**src/rtl/fetch_unit_pkg.sv**
```systemverilog
// fetch_unit_pkg
// Shared constants and FSM encodings for the instruction-fetch stage.
//   ICTRL_LENGTH      width of the packed control field handed to control_unit
//   NOP_INSTR         canonical NOP (addi x0, x0, 0) shown when IF/ID is empty
//   RESET_PC_DEFAULT  default first fetch address after reset
//   fetch_state_t     fetch FSM encoding (2 bits)
// Optional feature macro: FETCH_MISALIGN_EN (adds the F_HALT idle state usage).
package fetch_unit_pkg;

  localparam int          ICTRL_LENGTH     = 9;
  localparam logic [31:0] NOP_INSTR        = 32'h0000_0013;
  localparam logic [31:0] RESET_PC_DEFAULT = 32'h0000_0000;

  // F_HALT is only reachable when misaligned redirects are trapped
  // (FETCH_MISALIGN_EN); in the default build it is never entered.
  typedef enum logic [1:0] {
    F_FETCH    = 2'd0,
    F_BUFFERED = 2'd1,
    F_DRAIN    = 2'd2,
    F_HALT     = 2'd3
  } fetch_state_t;

endpackage

```
**src/rtl/fetch_unit_if_id_reg.sv**
```systemverilog
// if_id_reg
// IF/ID pipeline register. Load has priority over clear; otherwise the
// contents are held. Outputs are derived from the registered contents:
// the instruction reads as NOP whenever the register is not valid, and the
// control field is packed from that (possibly forced) instruction.
// Ports:
//   i_clk, i_rst      clock, synchronous active-high reset
//   i_load            capture i_instr/i_pc (and i_misalign) and mark valid
//   i_clear           drop valid (flush or consumed by decode)
//   i_instr, i_pc     data to capture
//   i_misalign        (FETCH_MISALIGN_EN only) capture as misaligned marker
//   o_valid           register holds a real instruction
//   o_instr           instruction, NOP when not valid
//   o_pc, o_pc4       PC of o_instr and PC+4
//   o_ictrl           {instr[30], instr[14:12], instr[6:2]}
//   o_misalign        (FETCH_MISALIGN_EN only) misaligned-redirect marker
// Optional feature macro: FETCH_MISALIGN_EN.
module if_id_reg
  import fetch_unit_pkg::*;
#(
  parameter int XLEN = 32
) (
  input  logic                    i_clk,
  input  logic                    i_rst,
  input  logic                    i_load,
  input  logic                    i_clear,
  input  logic [31:0]             i_instr,
  input  logic [XLEN-1:0]         i_pc,
`ifdef FETCH_MISALIGN_EN
  input  logic                    i_misalign,
  output logic                    o_misalign,
`endif
  output logic                    o_valid,
  output logic [31:0]             o_instr,
  output logic [XLEN-1:0]         o_pc,
  output logic [XLEN-1:0]         o_pc4,
  output logic [ICTRL_LENGTH-1:0] o_ictrl
);

  logic            r_valid;
  logic [31:0]     r_instr;
  logic [XLEN-1:0] r_pc;
  logic [31:0]     w_instr;

  always_ff @(posedge i_clk) begin
    if (i_rst) begin
      r_valid <= 1'b0;
      r_instr <= NOP_INSTR;
      r_pc    <= '0;
    end else if (i_load) begin
      r_valid <= 1'b1;
      r_instr <= i_instr;
      r_pc    <= i_pc;
    end else if (i_clear) begin
      r_valid <= 1'b0;
    end
  end

`ifdef FETCH_MISALIGN_EN
  logic r_misalign;

  always_ff @(posedge i_clk) begin
    if (i_rst) begin
      r_misalign <= 1'b0;
    end else if (i_load) begin
      r_misalign <= i_misalign;
    end else if (i_clear) begin
      r_misalign <= 1'b0;
    end
  end

  assign o_misalign = r_misalign;
`endif

  assign w_instr = r_valid ? r_instr : NOP_INSTR;

  assign o_valid = r_valid;
  assign o_instr = w_instr;
  assign o_pc    = r_pc;
  assign o_pc4   = r_pc + XLEN'(4);
  assign o_ictrl = {w_instr[30], w_instr[14:12], w_instr[6:2]};

endmodule

```
**src/rtl/fetch_unit.sv**
```systemverilog
// fetch_unit
// Instruction-fetch stage: owns the PC, issues word requests to instruction
// memory, captures returned words into IF/ID (via if_id_reg) and holds one
// extra word in a skid buffer when decode stalls. Branch/jump redirects from
// EX flush IF/ID and steer the next fetch.
//
// Memory handshake: imem_req is held high with imem_addr stable until the
// cycle in which imem_ack pulses; imem_rdata is valid only in that ack cycle,
// and ack may arrive in the same cycle the request is first raised. A request
// once raised cannot be withdrawn, so a redirect while a request is in flight
// waits for its ack (F_DRAIN) and throws the data away.
//
// Ports:
//   clk, rst                      clock, synchronous active-high reset
//   imem_req/imem_addr            fetch request and word address
//   imem_ack/imem_rdata           response pulse and returned instruction
//   stall                         decode cannot accept, hold IF/ID
//   redirect_valid/redirect_pc    taken branch/jump target from EX
//   id_valid/id_instr/id_pc/id_pc4/id_ictrl   IF/ID contents for decode
//   id_misalign                   (FETCH_MISALIGN_EN only) misaligned target
//   o_dbg_state                   current fetch FSM state
// Optional feature macro: FETCH_MISALIGN_EN. When defined, a redirect to a
// non-word-aligned target issues no fetch: IF/ID shows a NOP at that PC with
// id_misalign=1 and fetch idles until the next redirect. When undefined the
// two low target bits are ignored.
module fetch_unit
  import fetch_unit_pkg::*;
#(
  parameter int              XLEN     = 32,
  parameter logic [XLEN-1:0] RESET_PC = XLEN'(RESET_PC_DEFAULT),
  parameter int              M        = ICTRL_LENGTH
) (
  input  logic            clk,
  input  logic            rst,
  output logic            imem_req,
  output logic [XLEN-1:0] imem_addr,
  input  logic            imem_ack,
  input  logic [31:0]     imem_rdata,
  input  logic            stall,
  input  logic            redirect_valid,
  input  logic [XLEN-1:0] redirect_pc,
  output logic            id_valid,
  output logic [31:0]     id_instr,
  output logic [XLEN-1:0] id_pc,
  output logic [XLEN-1:0] id_pc4,
  output logic [M-1:0]    id_ictrl,
`ifdef FETCH_MISALIGN_EN
  output logic            id_misalign,
`endif
  output logic [1:0]      o_dbg_state
);

  fetch_state_t    r_state;
  logic [XLEN-1:0] r_fetch_addr;
  logic [XLEN-1:0] r_target;
  logic [31:0]     r_buf_instr;
  logic [XLEN-1:0] r_buf_pc;

  logic [XLEN-1:0] w_redir_addr;
  logic            w_redir_mis;
  logic            w_tgt_mis;
  logic [XLEN-1:0] w_drain_addr;
  logic            w_drain_mis;
  logic            w_load_fetch;
  logic            w_load_buf;
  logic            w_load;
  logic            w_clear;
  logic [31:0]     w_ld_instr;
  logic [XLEN-1:0] w_ld_pc;

`ifdef FETCH_MISALIGN_EN
  assign w_redir_addr = redirect_pc;
  assign w_redir_mis  = redirect_valid && (redirect_pc[1:0] != 2'b00);
  assign w_tgt_mis    = (r_target[1:0] != 2'b00);
`else
  logic w_unused_pc_lsbs;
  assign w_unused_pc_lsbs = ^redirect_pc[1:0];
  assign w_redir_addr     = {redirect_pc[XLEN-1:2], 2'b00};
  assign w_redir_mis      = 1'b0;
  assign w_tgt_mis        = 1'b0;
`endif

  // A redirect arriving together with the drain ack wins over the stored target.
  assign w_drain_addr = redirect_valid ? w_redir_addr : r_target;
  assign w_drain_mis  = redirect_valid ? w_redir_mis  : w_tgt_mis;

  assign imem_req    = !rst && ((r_state == F_FETCH) || (r_state == F_DRAIN));
  assign imem_addr   = r_fetch_addr;
  assign o_dbg_state = r_state;

  // IF/ID control. A loaded word goes straight in when IF/ID is empty or
  // being consumed this cycle; redirect flushes regardless of stall, except
  // that a trapped misaligned target loads its NOP marker instead.
  assign w_load_fetch = (r_state == F_FETCH) && imem_ack && !redirect_valid &&
                        (!id_valid || !stall);
  assign w_load_buf   = (r_state == F_BUFFERED) && !redirect_valid && !stall;
  assign w_load       = w_load_fetch || w_load_buf || w_redir_mis;
  assign w_clear      = redirect_valid || (id_valid && !stall);
  assign w_ld_instr   = w_redir_mis ? NOP_INSTR :
                        (w_load_buf ? r_buf_instr : imem_rdata);
  assign w_ld_pc      = w_redir_mis ? redirect_pc :
                        (w_load_buf ? r_buf_pc : r_fetch_addr);

  always_ff @(posedge clk) begin
    if (rst) begin
      r_state      <= F_FETCH;
      r_fetch_addr <= RESET_PC;
      r_target     <= RESET_PC;
      r_buf_instr  <= NOP_INSTR;
      r_buf_pc     <= '0;
    end else begin
      case (r_state)
        F_FETCH: begin
          if (imem_ack) begin
            if (redirect_valid) begin
              r_fetch_addr <= w_redir_addr;
              r_state      <= w_redir_mis ? F_HALT : F_FETCH;
            end else begin
              r_fetch_addr <= r_fetch_addr + XLEN'(4);
              if (id_valid && stall) begin
                r_buf_instr <= imem_rdata;
                r_buf_pc    <= r_fetch_addr;
                r_state     <= F_BUFFERED;
              end
            end
          end else if (redirect_valid) begin
            r_target <= w_redir_addr;
            r_state  <= F_DRAIN;
          end
        end
        F_BUFFERED: begin
          if (redirect_valid) begin
            r_buf_instr  <= NOP_INSTR;
            r_fetch_addr <= w_redir_addr;
            r_state      <= w_redir_mis ? F_HALT : F_FETCH;
          end else if (!stall) begin
            r_state <= F_FETCH;
          end
        end
        F_DRAIN: begin
          if (imem_ack) begin
            r_fetch_addr <= w_drain_addr;
            r_state      <= w_drain_mis ? F_HALT : F_FETCH;
          end else if (redirect_valid) begin
            r_target <= w_redir_addr;
          end
        end
        default: begin
          // F_HALT: idle with no request until a new redirect arrives.
          if (redirect_valid) begin
            r_fetch_addr <= w_redir_addr;
            r_state      <= w_redir_mis ? F_HALT : F_FETCH;
          end
        end
      endcase
    end
  end

  if_id_reg #(
    .XLEN(XLEN)
  ) u_if_id_reg (
    .i_clk      (clk),
    .i_rst      (rst),
    .i_load     (w_load),
    .i_clear    (w_clear),
    .i_instr    (w_ld_instr),
    .i_pc       (w_ld_pc),
`ifdef FETCH_MISALIGN_EN
    .i_misalign (w_redir_mis),
    .o_misalign (id_misalign),
`endif
    .o_valid    (id_valid),
    .o_instr    (id_instr),
    .o_pc       (id_pc),
    .o_pc4      (id_pc4),
    .o_ictrl    (id_ictrl)
  );

endmodule

```
**config.mk**
```make
export PLATFORM = sky130hd
export DESIGN_NAME = fetch_unit
export DESIGN_NICKNAME = d
export VERILOG_FILES = /design/src/rtl/fetch_unit_pkg.sv /design/src/rtl/fetch_unit_if_id_reg.sv /design/src/rtl/fetch_unit.sv
export SDC_FILE = /design/constraint.sdc
export NUM_CORES = 1
export LEC_CHECK = 0
export ABC_AREA = 1
export CORE_AREA = 2 2 145 147
export DETAILED_ROUTE_END_ITERATION = 8
export DIE_AREA = 0 0 147 149
export PLACE_DENSITY = 0.8
export SLEW_MARGIN = 25
export SYNTH_ARGS = -nofsm -noshare
export SYNTH_HDL_FRONTEND = slang
export SYNTH_HIERARCHICAL = 1
export SYNTH_SLANG_ARGS = --single-unit
```
**constraint.sdc**
```tcl
create_clock -name clk -period 2.3 [get_ports clk]
set_input_delay 0.575 -clock clk [delete_from_list [all_inputs] [get_ports clk]]
set_output_delay 0.575 -clock clk [all_outputs]
set_load 0.03 [all_outputs]
```
==> impl_metrics.py <==
metrics = {
    "finish": {
        "antenna_cells": 0,
        "fillers": 1779,
        "fin_cells": 2061,
        "drive_above_1_share": 0.164,
        "final_nets": 1847,
        "area_delta_synth_final_pct": 32.2,
    },
    "die": {
        "core.rowCount": 53,
        "die-area_um2": 21900,
        "dieWidth_um": 147,
        "die_h_um": 149,
        "ios": 210,
        "coreArea_um2": 20600,
        "initial_core_util": 0.509,
    },
    "synthesis": {
        "yosys_register_bits": 195,
        "synthCells": 1579,
        "async_reset_ff_frac": 0,
        "synth-edff-count": 0,
        "syn_area_per_cell_um2": 6.62,
        "synth_ff_type": "dfxtp_1",
        "yosysUniqueCellTypes": 38,
        "netlist_area_um2": 10500,
        "syn_nets": 1653,
        "yosysSeqAreaShare": 0.373,
        "yosys_warnings": 6,
    },
    "drt": {
        "wl_um": 31400,
        "wire_per_inst_um": 15.3,
        "num_vias": 10900,
        "drtPass1Iterations": 8,
        "wl_met3_um": 1940,
        "drtAntennaViolNets": 0,
        "routed.top_layer": "met4",
        "wl_met1_um": 14200,
        "vias_per_cell": 5.31,
        "drtIter0Drc": 844,
        "drc_errors": 0,
        "wl_met2_um": 14700,
    },
    "critical_path": {
        "crit_family": "buffers and inverters",
        "crit_buf_inv": 3,
        "cp_slowest_stage_delay_ps": 390,
        "crit_fanout": 5,
        "critical_path_depth": 8,
        "crit_chain": "ha_4 > nand2_4 > nor2_4 > nand2_4 > buf_4 > buf_6 > xnor2_2 > buf_6",
        "worst_setup_path_end_kind": "primary output",
        "cp_slowest_cell": "dfxtp_4",
        "critPathLaunchType": "flop",
        "critical_path_class": "flop to primary output",
        "r2r_cells": 9,
        "required_ps": 1730,
        "cp.arrival_ps": 1830,
    },
    "cts": {
        "clock_latency_ps": 440,
        "clock-sinks": 195,
        "cts_tree": "built",
        "cts_buffer_depth": 2,
        "clkTransAtPathRegs_ps": 80,
        "ctsHtreeMaxLevel": 4,
        "cts_root_buffer": "clkbuf_16",
        "cts_made_buffers": 17,
    },
    "sta": {
        "relSlewSlack": 0.651,
        "worst_pin_slew_ps": 524,
        "slew_violations": 0,
        "setup_tns_ps": -543,
        "max_freq_mhz": 416,
        "fin_worst_skew_ps": 15.1,
        "rsz0062_at_grt": "yes",
        "hold_viol_final": 0,
        "final.setup.worst_slack_ps": -104,
        "fin_crit_ps": 2400,
        "period_share": 1.05,
        "finalSetupViolations": 12,
    },
    "min_path": {
        "hold_class": "flop to flop",
        "min_path_cells": 2,
    },
    "global_routing": {
        "antenna_found_initial": 0,
        "grt_overflow": 0,
        "grt_first_pass_wirelength_um": 49400,
        "grtUsageTotal": 0.277,
        "grt_pass1_vias": 9712,
        "grt_max_degree": 72,
    },
    "place": {
        "routabilityCongestion": 0.903,
        "hpwl_um": 22700,
        "placedCellCount": 2016,
        "place_ws_ps": 23.5,
        "portBuffers": 207,
    },
    "power_and_ir_drop": {
        "power_mw": 11.5,
        "vdd_drop_max_v": 0.000651,
        "p_per_area_nw_per_um2": 830,
        "p_leak_nw": 6.00,
    },
    "status": {
        "violations": "setup timing",
        "outcome": "complete, but fails checks",
    },
    "job": {
        "drv_cap": 0,
    },
}
==> report_power, final <==
group | internal, mW | leakage [nW] | switching, mW
logic | 1.55 | 4.08 | 2.51
registers | 3.87 | 1.61 | 0.446
clock network | 1.59 | 0.306 | 1.50
==> placed cells by master, fill, tap and decap left out, drive strengths merged, types with 17 or more instances in the layout <==
cell           Yosys  layout
nand2            334     334
nor2             255     255
o21ai            220     220
dfxtp            195     195
inv              160     168
a21oi            157     157
buf               59     136
clkdlybuf4s50      0     135
a211oi            52      52
nand3             33      33
clkbuf            45      18
xor2              17      17
==> cells by family (layout without fill, tap and decap cells) <==
logic type / Yosys count / count (layout) / share of synthesized area
buf+inv: 265 / 472 / 0.110
xor+xnor: 22 / 22 / 0.0184
simple gates: 641 / 641 / 0.252
compound gates: 449 / 449 / 0.238
fa+ha+maj: 5 / 5 / 0.00598
flops: 195 / 195 / 0.373
mux: 2 / 2 / 0.00191
==> layout make-up <==
class / instances / area, um^2 / area share
multi-input combinational: 1119 / 5640 / 0.408
inverter: 161 / 609 / 0.0441
clock buffer: 17 / 425 / 0.0308
timing repair buffer: 279 / 2630 / 0.190
sequential: 195 / 3980 / 0.288
clock inverter: 15 / 201 / 0.0146
tap: 275 / 344 / 0.0249
==> sequential cells by signal, indices dropped and copies added, names as in the netlist <==
signal               cells
imem_addr               32
r_buf_instr             32
r_buf_pc                32
r_target                32
u_if_id_reg/o_pc        32
u_if_id_reg/r_instr     32
o_dbg_state              2
u_if_id_reg/o_valid      1
==> cell usage after synthesis, drive strengths merged, types with 6 or more instances <==
cell    instances  area share
a211oi         52       0.042
a21oi         157       0.076
a22o            6      0.0050
buf            59       0.036
clkbuf         45       0.016
dfxtp         195        0.37
inv           160       0.058
nand2         334        0.12
nand3          33       0.016
nand3b          7      0.0050
nand4           6      0.0036
nor2          255        0.10
o21ai         220        0.11
xor2           17       0.014
==> worst paths after layout <==
path / start / endpoint / slack (ps)
worst max-delay path: u_if_id_reg/o_pc[3]$_SDFFE_PP0P_ / id_pc4[10] / -100
worst min-delay path: r_buf_pc[3]$_SDFFE_PP0P_ / r_buf_pc[3]$_SDFFE_PP0P_ / 450
worst max register to register: o_dbg_state[0]$_SDFFE_PP0P_ / imem_addr[29]$_SDFFE_PP0P_ / 270
worst min register to register: r_buf_pc[3]$_SDFFE_PP0P_ / r_buf_pc[3]$_SDFFE_PP0P_ / 450
==> repair_timing <==
item	CTS	global route
endpoints found under the setup margin	29	28
hold buffers	0	0
gates resized for setup	61	53
pin swaps	12	19
setup buffers	4	9
==> metal layers <==
layer,vias to the layer above,GRT usage
met1,5004,0.387
met5,-,0
li1,5515,-
met4,0,0.0760
met2,388,0.458
met3,35,0.0324
==> worst min-delay path, delay by kind of cell (launching register included) <==
| kind | cells | cell delay [ps] |
|---|---|---|
| flip-flops | 1 | 300 |
| buffers and inverters | 1 | 50 |
| AO/OA/AOI/OAI | 1 | 50 |
==> metrics by stage <==
stage          area (um^2)  utilization  hold WS (ps)
2_1_floorplan        10500            -           424
3_3_place_gp         12800        0.623           431
3_5_place_dp         12800        0.623           439
4_1_cts              13600        0.661           450
5_1_grt              13800        0.673           469
6_report             13800        0.673           448
Note: power is estimated with default switching activity, not from simulation.
